[src/rtl/instr_fetch_pkg.sv]
// Shared definitions for the instruction-fetch responder: fetch states,
// opcode width and the HALT word (opcodes are shared with control).
package instr_fetch_pkg;

  localparam int OPCODE_W    = 3;
  localparam int INSTR_W_DEF = 9;

  // HALT is the all-ones instruction word.
  localparam logic [INSTR_W_DEF-1:0] HALT_WORD = '1;

  typedef enum logic [2:0] {
    S_IDLE = 3'd0,
    S_REQ  = 3'd1,
    S_CAPT = 3'd2,
    S_HOLD = 3'd3,
    S_HALT = 3'd4
  } fetch_state_e;

endpackage

[src/rtl/instr_fetch.sv]
// Instruction-fetch responder: owns the PC, drives a synchronous imem, handles
// branch redirect and HALT. Optional prefetch buffer: INSTR_FETCH_PREFETCH_EN.
//
// state  | meaning
// S_IDLE | no instruction fetched since reset; waiting for next_ins
// S_REQ  | imem_addr driven; imem samples it on this edge
// S_CAPT | imem_rdata valid; capture into instr/pc
// S_HOLD | instr/pc valid and held; waiting for next_ins
// S_HALT | HALT word fetched; absorbing until reset
module instr_fetch
  import instr_fetch_pkg::*;
#(
  parameter int PC_W     = 8,
  parameter int INSTR_W  = 9,
  parameter int RESET_PC = 0
) (
  input  logic               i_clock,
  input  logic               i_reset_n,
  input  logic               i_next_ins,
  input  logic               i_branch_en,
  input  logic [PC_W-1:0]    i_branch_target,
  output logic [PC_W-1:0]    o_imem_addr,
  input  logic [INSTR_W-1:0] i_imem_rdata,
  output logic [INSTR_W-1:0] o_instr,
  output logic [2:0]         o_opcode,
  output logic [PC_W-1:0]    o_pc,
  output logic               o_ins_valid,
  output logic               o_halted
);

  localparam logic [PC_W-1:0]    L_RESET_PC  = PC_W'(RESET_PC);
  localparam logic [INSTR_W-1:0] L_HALT_WORD = {INSTR_W{HALT_WORD[0]}};

  fetch_state_e r_state;
  fetch_state_e w_state_nxt;

  logic [PC_W-1:0]    r_pc;
  logic [PC_W-1:0]    r_imem_addr;
  logic [INSTR_W-1:0] r_instr;
  logic               r_ins_valid;
  logic               r_halted;
  logic               r_first;
  logic               r_br_pend;
  logic [PC_W-1:0]    r_br_tgt;

  logic               w_start;
  logic               w_capt;
  logic               w_capt_halt;
  logic [PC_W-1:0]    w_sel_addr;
  logic [PC_W-1:0]    w_pc_inc;

`ifdef INSTR_FETCH_PREFETCH_EN
  logic [1:0]         r_pf_stage;
  logic               r_pf_valid;
  logic [INSTR_W-1:0] r_pf_buf;
  logic [PC_W-1:0]    r_pf_addr;
  logic               w_pf_hit;
  logic               w_pf_halt;

  assign w_pf_halt = (r_pf_buf == L_HALT_WORD);
`endif

  assign w_pc_inc    = r_pc + 1'b1;
  assign w_capt_halt = (i_imem_rdata == L_HALT_WORD);

  // Redirect priority: coincident branch, pending branch, first fetch, sequential.
  always_comb begin
    w_sel_addr = w_pc_inc;
    if (i_branch_en) begin
      w_sel_addr = i_branch_target;
    end else if (r_br_pend) begin
      w_sel_addr = r_br_tgt;
    end else if (r_first) begin
      w_sel_addr = L_RESET_PC;
    end
  end

  always_ff @(posedge i_clock or negedge i_reset_n) begin
    if (!i_reset_n) begin
      r_state <= S_IDLE;
    end else begin
      r_state <= w_state_nxt;
    end
  end

  always_comb begin
    w_state_nxt = r_state;
    w_start     = 1'b0;
    w_capt      = 1'b0;
`ifdef INSTR_FETCH_PREFETCH_EN
    w_pf_hit    = 1'b0;
`endif
    case (r_state)
      S_IDLE: begin
        if (i_next_ins) begin
          w_start     = 1'b1;
          w_state_nxt = S_REQ;
        end
      end
      S_REQ: begin
        w_state_nxt = S_CAPT;
      end
      S_CAPT: begin
        w_capt      = 1'b1;
        w_state_nxt = w_capt_halt ? S_HALT : S_HOLD;
      end
      S_HOLD: begin
`ifdef INSTR_FETCH_PREFETCH_EN
        if (i_next_ins && r_pf_valid && !i_branch_en && !r_br_pend) begin
          w_pf_hit    = 1'b1;
          w_state_nxt = w_pf_halt ? S_HALT : S_HOLD;
        end else if (i_next_ins) begin
          w_start     = 1'b1;
          w_state_nxt = S_REQ;
        end
`else
        if (i_next_ins) begin
          w_start     = 1'b1;
          w_state_nxt = S_REQ;
        end
`endif
      end
      S_HALT: begin
        w_state_nxt = S_HALT;
      end
      default: begin
        w_state_nxt = S_IDLE;
      end
    endcase
  end

  always_ff @(posedge i_clock or negedge i_reset_n) begin
    if (!i_reset_n) begin
      r_pc        <= L_RESET_PC;
      r_imem_addr <= L_RESET_PC;
      r_instr     <= '0;
      r_ins_valid <= 1'b0;
      r_halted    <= 1'b0;
      r_first     <= 1'b1;
      r_br_pend   <= 1'b0;
      r_br_tgt    <= '0;
    end else begin
      if (w_start) begin
        r_imem_addr <= w_sel_addr;
        r_ins_valid <= 1'b0;
        r_first     <= 1'b0;
      end
      if (w_capt) begin
        r_instr     <= i_imem_rdata;
        r_pc        <= r_imem_addr;
        r_ins_valid <= 1'b1;
        if (w_capt_halt) begin
          r_halted <= 1'b1;
        end
      end
`ifdef INSTR_FETCH_PREFETCH_EN
      if (w_pf_hit) begin
        r_instr <= r_pf_buf;
        r_pc    <= r_pf_addr;
        if (w_pf_halt) begin
          r_halted <= 1'b1;
        end
      end
      // Launch the next prefetch whenever a fresh non-HALT instruction lands.
      if (w_capt && !w_capt_halt) begin
        r_imem_addr <= r_imem_addr + 1'b1;
      end else if (w_pf_hit && !w_pf_halt) begin
        r_imem_addr <= r_pf_addr + 1'b1;
      end
`endif
      // A coincident branch is consumed by the fetch it accompanies.
      if (w_start) begin
        r_br_pend <= 1'b0;
      end else if (i_branch_en && (r_state != S_HALT)) begin
        r_br_pend <= 1'b1;
        r_br_tgt  <= i_branch_target;
      end
    end
  end

`ifdef INSTR_FETCH_PREFETCH_EN
  always_ff @(posedge i_clock or negedge i_reset_n) begin
    if (!i_reset_n) begin
      r_pf_stage <= 2'd0;
      r_pf_valid <= 1'b0;
      r_pf_buf   <= '0;
      r_pf_addr  <= L_RESET_PC;
    end else begin
      if (w_capt && !w_capt_halt) begin
        r_pf_addr  <= r_imem_addr + 1'b1;
        r_pf_stage <= 2'd1;
        r_pf_valid <= 1'b0;
      end else if (w_pf_hit && !w_pf_halt) begin
        r_pf_addr  <= r_pf_addr + 1'b1;
        r_pf_stage <= 2'd1;
        r_pf_valid <= 1'b0;
      end else if (w_start || w_pf_hit || w_capt) begin
        r_pf_stage <= 2'd0;
        r_pf_valid <= 1'b0;
      end else if (r_pf_stage == 2'd1) begin
        r_pf_stage <= 2'd2;
      end else if (r_pf_stage == 2'd2) begin
        r_pf_buf   <= i_imem_rdata;
        r_pf_valid <= 1'b1;
        r_pf_stage <= 2'd0;
      end
    end
  end
`endif

  assign o_imem_addr = r_imem_addr;
  assign o_instr     = r_instr;
  assign o_opcode    = r_instr[INSTR_W-1 -: OPCODE_W];
  assign o_pc        = r_pc;
  assign o_ins_valid = r_ins_valid;
  assign o_halted    = r_halted;

endmodule

[config.mk]
export PLATFORM = sky130hd
export DESIGN_NAME = instr_fetch
export DESIGN_NICKNAME = d
export VERILOG_FILES = /design/src/rtl/instr_fetch_pkg.sv /design/src/rtl/instr_fetch.sv
export SDC_FILE = /design/constraint.sdc
export NUM_CORES = 1
export LEC_CHECK = 0
export ABC_AREA = 1
export CELL_PAD_IN_SITES_DETAIL_PLACEMENT = 0
export CELL_PAD_IN_SITES_GLOBAL_PLACEMENT = 1
export CORE_MARGIN = 2
export CORE_UTILIZATION = 37
export DETAILED_ROUTE_END_ITERATION = 12
export PLACE_DENSITY = 0.86
export SLEW_MARGIN = 20
export SYNTH_ARGS = -nofsm -noshare
export SYNTH_HDL_FRONTEND = slang
export SYNTH_SLANG_ARGS = --single-unit
[constraint.sdc]
create_clock -name i_clock -period 2.5 [get_ports i_clock]
set_input_delay 0.5 -clock i_clock [delete_from_list [all_inputs] [get_ports i_clock]]
set_output_delay 0.5 -clock i_clock [all_outputs]
set_load 0.01 [all_outputs]
==> results <==
- The flow ran to the end, and the final reports show no timing, DRC or antenna violations.
- The number of setup buffers added after CTS is 0.
- The clock skew after layout is 0.00647 ns.
- In this run, placement finished with an instance count of 357.
- The post-synthesis cell type with the largest combined area is dfrtp_1.
- The die is 76.0 µm tall.
- The die covers 5770 µm².
- Measured against its own limit, the worst slew margin works out to 42.1%.
- By area the synthesized netlist is led by dfrtp_1 (51%), nand2_1 (21%), o21ai_0 (6.5%), inv_1 (3.3%), nor2_1 (3.3%).
- The via count of the first global-routing pass came to 1575.
- The count of instances resized after the clock tree is built is 0.
- The H-tree depth reported by CTS is 2.
- The cell class contributing the biggest share of worst-path delay is buffers and inverters.
- The insertion delay of the later-clocked pin in the worst-skew pair is 0.29 ns.
- The die is 76.0 µm wide.
- The number of nets in the finished design is 316.
- The final-report hold violation count is 0.
- Yosys mapped the design onto 20 distinct sky130hd cell types.
- In the synthesized netlist, the number of instances is 246.
- Together, buffers and inverters on the worst path number 1.
- The clock drives 40 sinks.
- The cell with the largest stage delay on the worst path is clkdlybuf4s50_1.
- Hold timing on the final database bottoms out at a slack of 0.318 ns.
- After detailed routing, the average wire length per cell comes to 11.6 µm.
- Across every metal layer, demand over resource in global routing totals 15.7%.
- The DRC violation total after the first TritonRoute iteration is 116.
- Of all nets on the critical path, the largest fanout is 7.
- The post-synth net total is 268.
- The critical path startpoint category is a flip-flop.
- The total design power is 3.05 mW.
- Setup total negative slack on the finished layout was measured at 0 ns.
- The initial antenna violation count is 0.
- Across all layers, the routed design uses 1665 vias.
- Row generation in the floorplan step produced 26 rows.
- For this design the top-level I/O count stands at 51.
- Summed over all layers, the global routing overflow is 0.
- After layout, the worst path uses 72.9% of the clock period.
- In this run the number of cells on the critical path is 1.
- The number of antenna diodes in the final layout is 0.
- The buffer type at the clock tree root is clkbuf_8.
- The first global-routing pass estimated 7.29 mm of wire.
- Dividing the synthesized area by the synthesized cell count gives 7.79 µm².
- The number of clock buffers added by TritonCTS is 5.
- STA puts the critical path data required time at 2.00 ns.
- At the pin with the least slew margin, the transition time is 0.868 ns.
- Setup repair after global routing left no endpoint under its margin.
- During placement, the flow inserted port buffers numbering 50.
- The worst-case IR drop observed on VDD is 0.000589 V.
- The placed standard-cell area is 2440 µm².
- The max-cap check violation count is 0.
- After synthesis the netlist holds a flip-flop and latch count of 40.
- The CTS tree is yes.
- The signal on the critical path passes through clkdlybuf4s50_1.
- The clock period minus final worst setup slack is 1.82 ns.
- In this run the critical register-to-register path is launched from r_state[1].
- Setup violations remaining at the end of the flow were counted as 0.
- The area share of the largest cell type after synthesis is 50.9%.
- The most critical setup path has its endpoint at o_pc[2].
- The peak per-stage delay on the critical path is 0.59 ns.
- In this run the deepest clock path goes through 2 buffers.
- Timing would allow up to 549 MHz.
- The static leakage is 1.22 nW.
- Counting the fill cells in the layout gives 517.
- The count of cells along the worst register-to-register path is 7.
- In this run the remaining antenna-violating nets after routing total 0.
- The register-to-register setup slack is 1.04 ns.
- For this block, the routed nets add up to 4.22 mm of wire.
- The final cell count without fillers is 365.
- The worst setup path is captured at a primary output.
- The area added between synthesis and finish is 33.4%.
- The area of the mapped netlist is 1920 µm².
- Of the cells placed in the final design, the portion with a size suffix greater than 1 is 6.10%.
- After clock tree synthesis, the flow added hold-fix buffers numbering 0.
- After routing the design area is 2560 µm².
- The worst register-to-register path ends at r_br_pend.
- The post-CTS clock slew at the launch and capture registers of the worst setup and hold paths is 0.08 ns.
- The remaining design rule violation count is 0.
- The arrival time at the worst endpoint is 1.32 ns.
- During synthesis, Yosys emitted a total of 0 warnings.
- After synthesis, flip-flops and latches occupy 52.3% of the total area.
- The worst min-delay path category is input pin to async pin.
- The HPWL reported at the end of detailed placement is 3.17 mm.
- The classification of the worst setup path is flip-flop to primary output.
- The total core area is 5040 µm².
- The congestion estimate from routability-driven global placement came to 0.797.
- Entering global routing, the biggest net connects 41 pins.
- In this run the power density over the cells is 1190 nW/µm².
- The final-report max-slew violation count was 0.
- For this run, the detailed router's first-pass iteration total came to 4.
- The initial utilization of the core area, before any placement, comes to 38.0%.
- The first element of the critical path is o_pc[2].
- After detailed routing, the number of vias per cell comes to 4.56.
==> through the flow <==
step / worst slack [ns] / utilization (%)
3_3_place_gp: 0.555 / 48.3
4_1_cts: 0.668 / 50.7
2_1_floorplan: 1.21 / -
5_1_grt: 0.620 / 50.7
3_5_place_dp: 0.501 / 48.3
6_report: 0.679 / 50.7
==> final cells by class <==
cell class              count  area, µm²  share of cell area, %
clock buffers               6       82.6                   3.23
clock inverters             2       38.8                   1.52
inverters                  19       71.3                   2.79
multi-input cells         177        772                   30.2
flip-flops and latches     40       1000                   39.2
well taps                  70       87.6                   3.42
repair buffers             51        503                   19.7
==> placed cells by master, fill, tap and decap left out, types with 2 or more instances in the layout <==
cell type	instances
nand3_1	9
dfrtp_1	39
o211ai_1	3
nand4_1	2
clkdlybuf4s50_1	49
a21oi_1	8
inv_1	17
nor2_1	17
inv_2	2
clkbuf_8	6
o21ai_0	25
nor2_4	2
nand2_1	106
==> per-layer routing <==
| metal | track usage [%] | wire length [µm] | share of wire (%) |
|---|---|---|---|
| met5 | 0 | 0 | 0 |
| met4 | 6.36 | 56 | 1.3 |
| met3 | 3.67 | 162 | 3.8 |
| met2 | 24.2 | 1960 | 47 |
| met1 | 21.6 | 2040 | 48 |
==> Yosys cell counts, drive strengths merged <==
cell    count
dfstp       1
o211ai      3
nand2     106
ha          1
nand3      10
dfrtp      39
nor2       20
inv        19
o21ai      26
a21oi       9
nand4       2
buf        10
==> how the worst min path moves through the flow <==
stage / from / to / cells past startpoint
4_1_cts: i_reset_n / o_instr[0] / 1
3_5_place_dp: r_first / r_first / 2
5_1_grt: i_reset_n / o_instr[0] / 1
2_1_floorplan: i_reset_n / o_halted / 0
3_3_place_gp: o_halted / o_halted / 2
6_report: i_reset_n / o_instr[0] / 1
==> logic make-up after synthesis <==
logic type / after synthesis / synth area share, %
AO/OA/AOI/OAI: 38 / 10.5
adder cells (fa/ha/maj): 1 / 0.653
buffers and inverters: 29 / 7.44
flip-flops: 40 / 52.3
AND/OR/NAND/NOR: 138 / 29.1
==> where the power goes <==
part	internal, mW	switching, mW	leakage (nW)
sequential	0.923	0.226	0.488
clock	0.326	0.225	0.0614
combinational	0.639	0.705	0.673
total	1.89	1.16	1.22
==> flip-flops by register name, indices dropped and copies added, names as in the netlist <==
name and flops:
o_imem_addr 8, o_pc 8, r_first 1, o_instr 9, o_halted 1, r_state 3, r_br_pend 1, o_ins_valid 1
r_br_tgt 8
No activity file was read; power rests on OpenSTA's default activity.
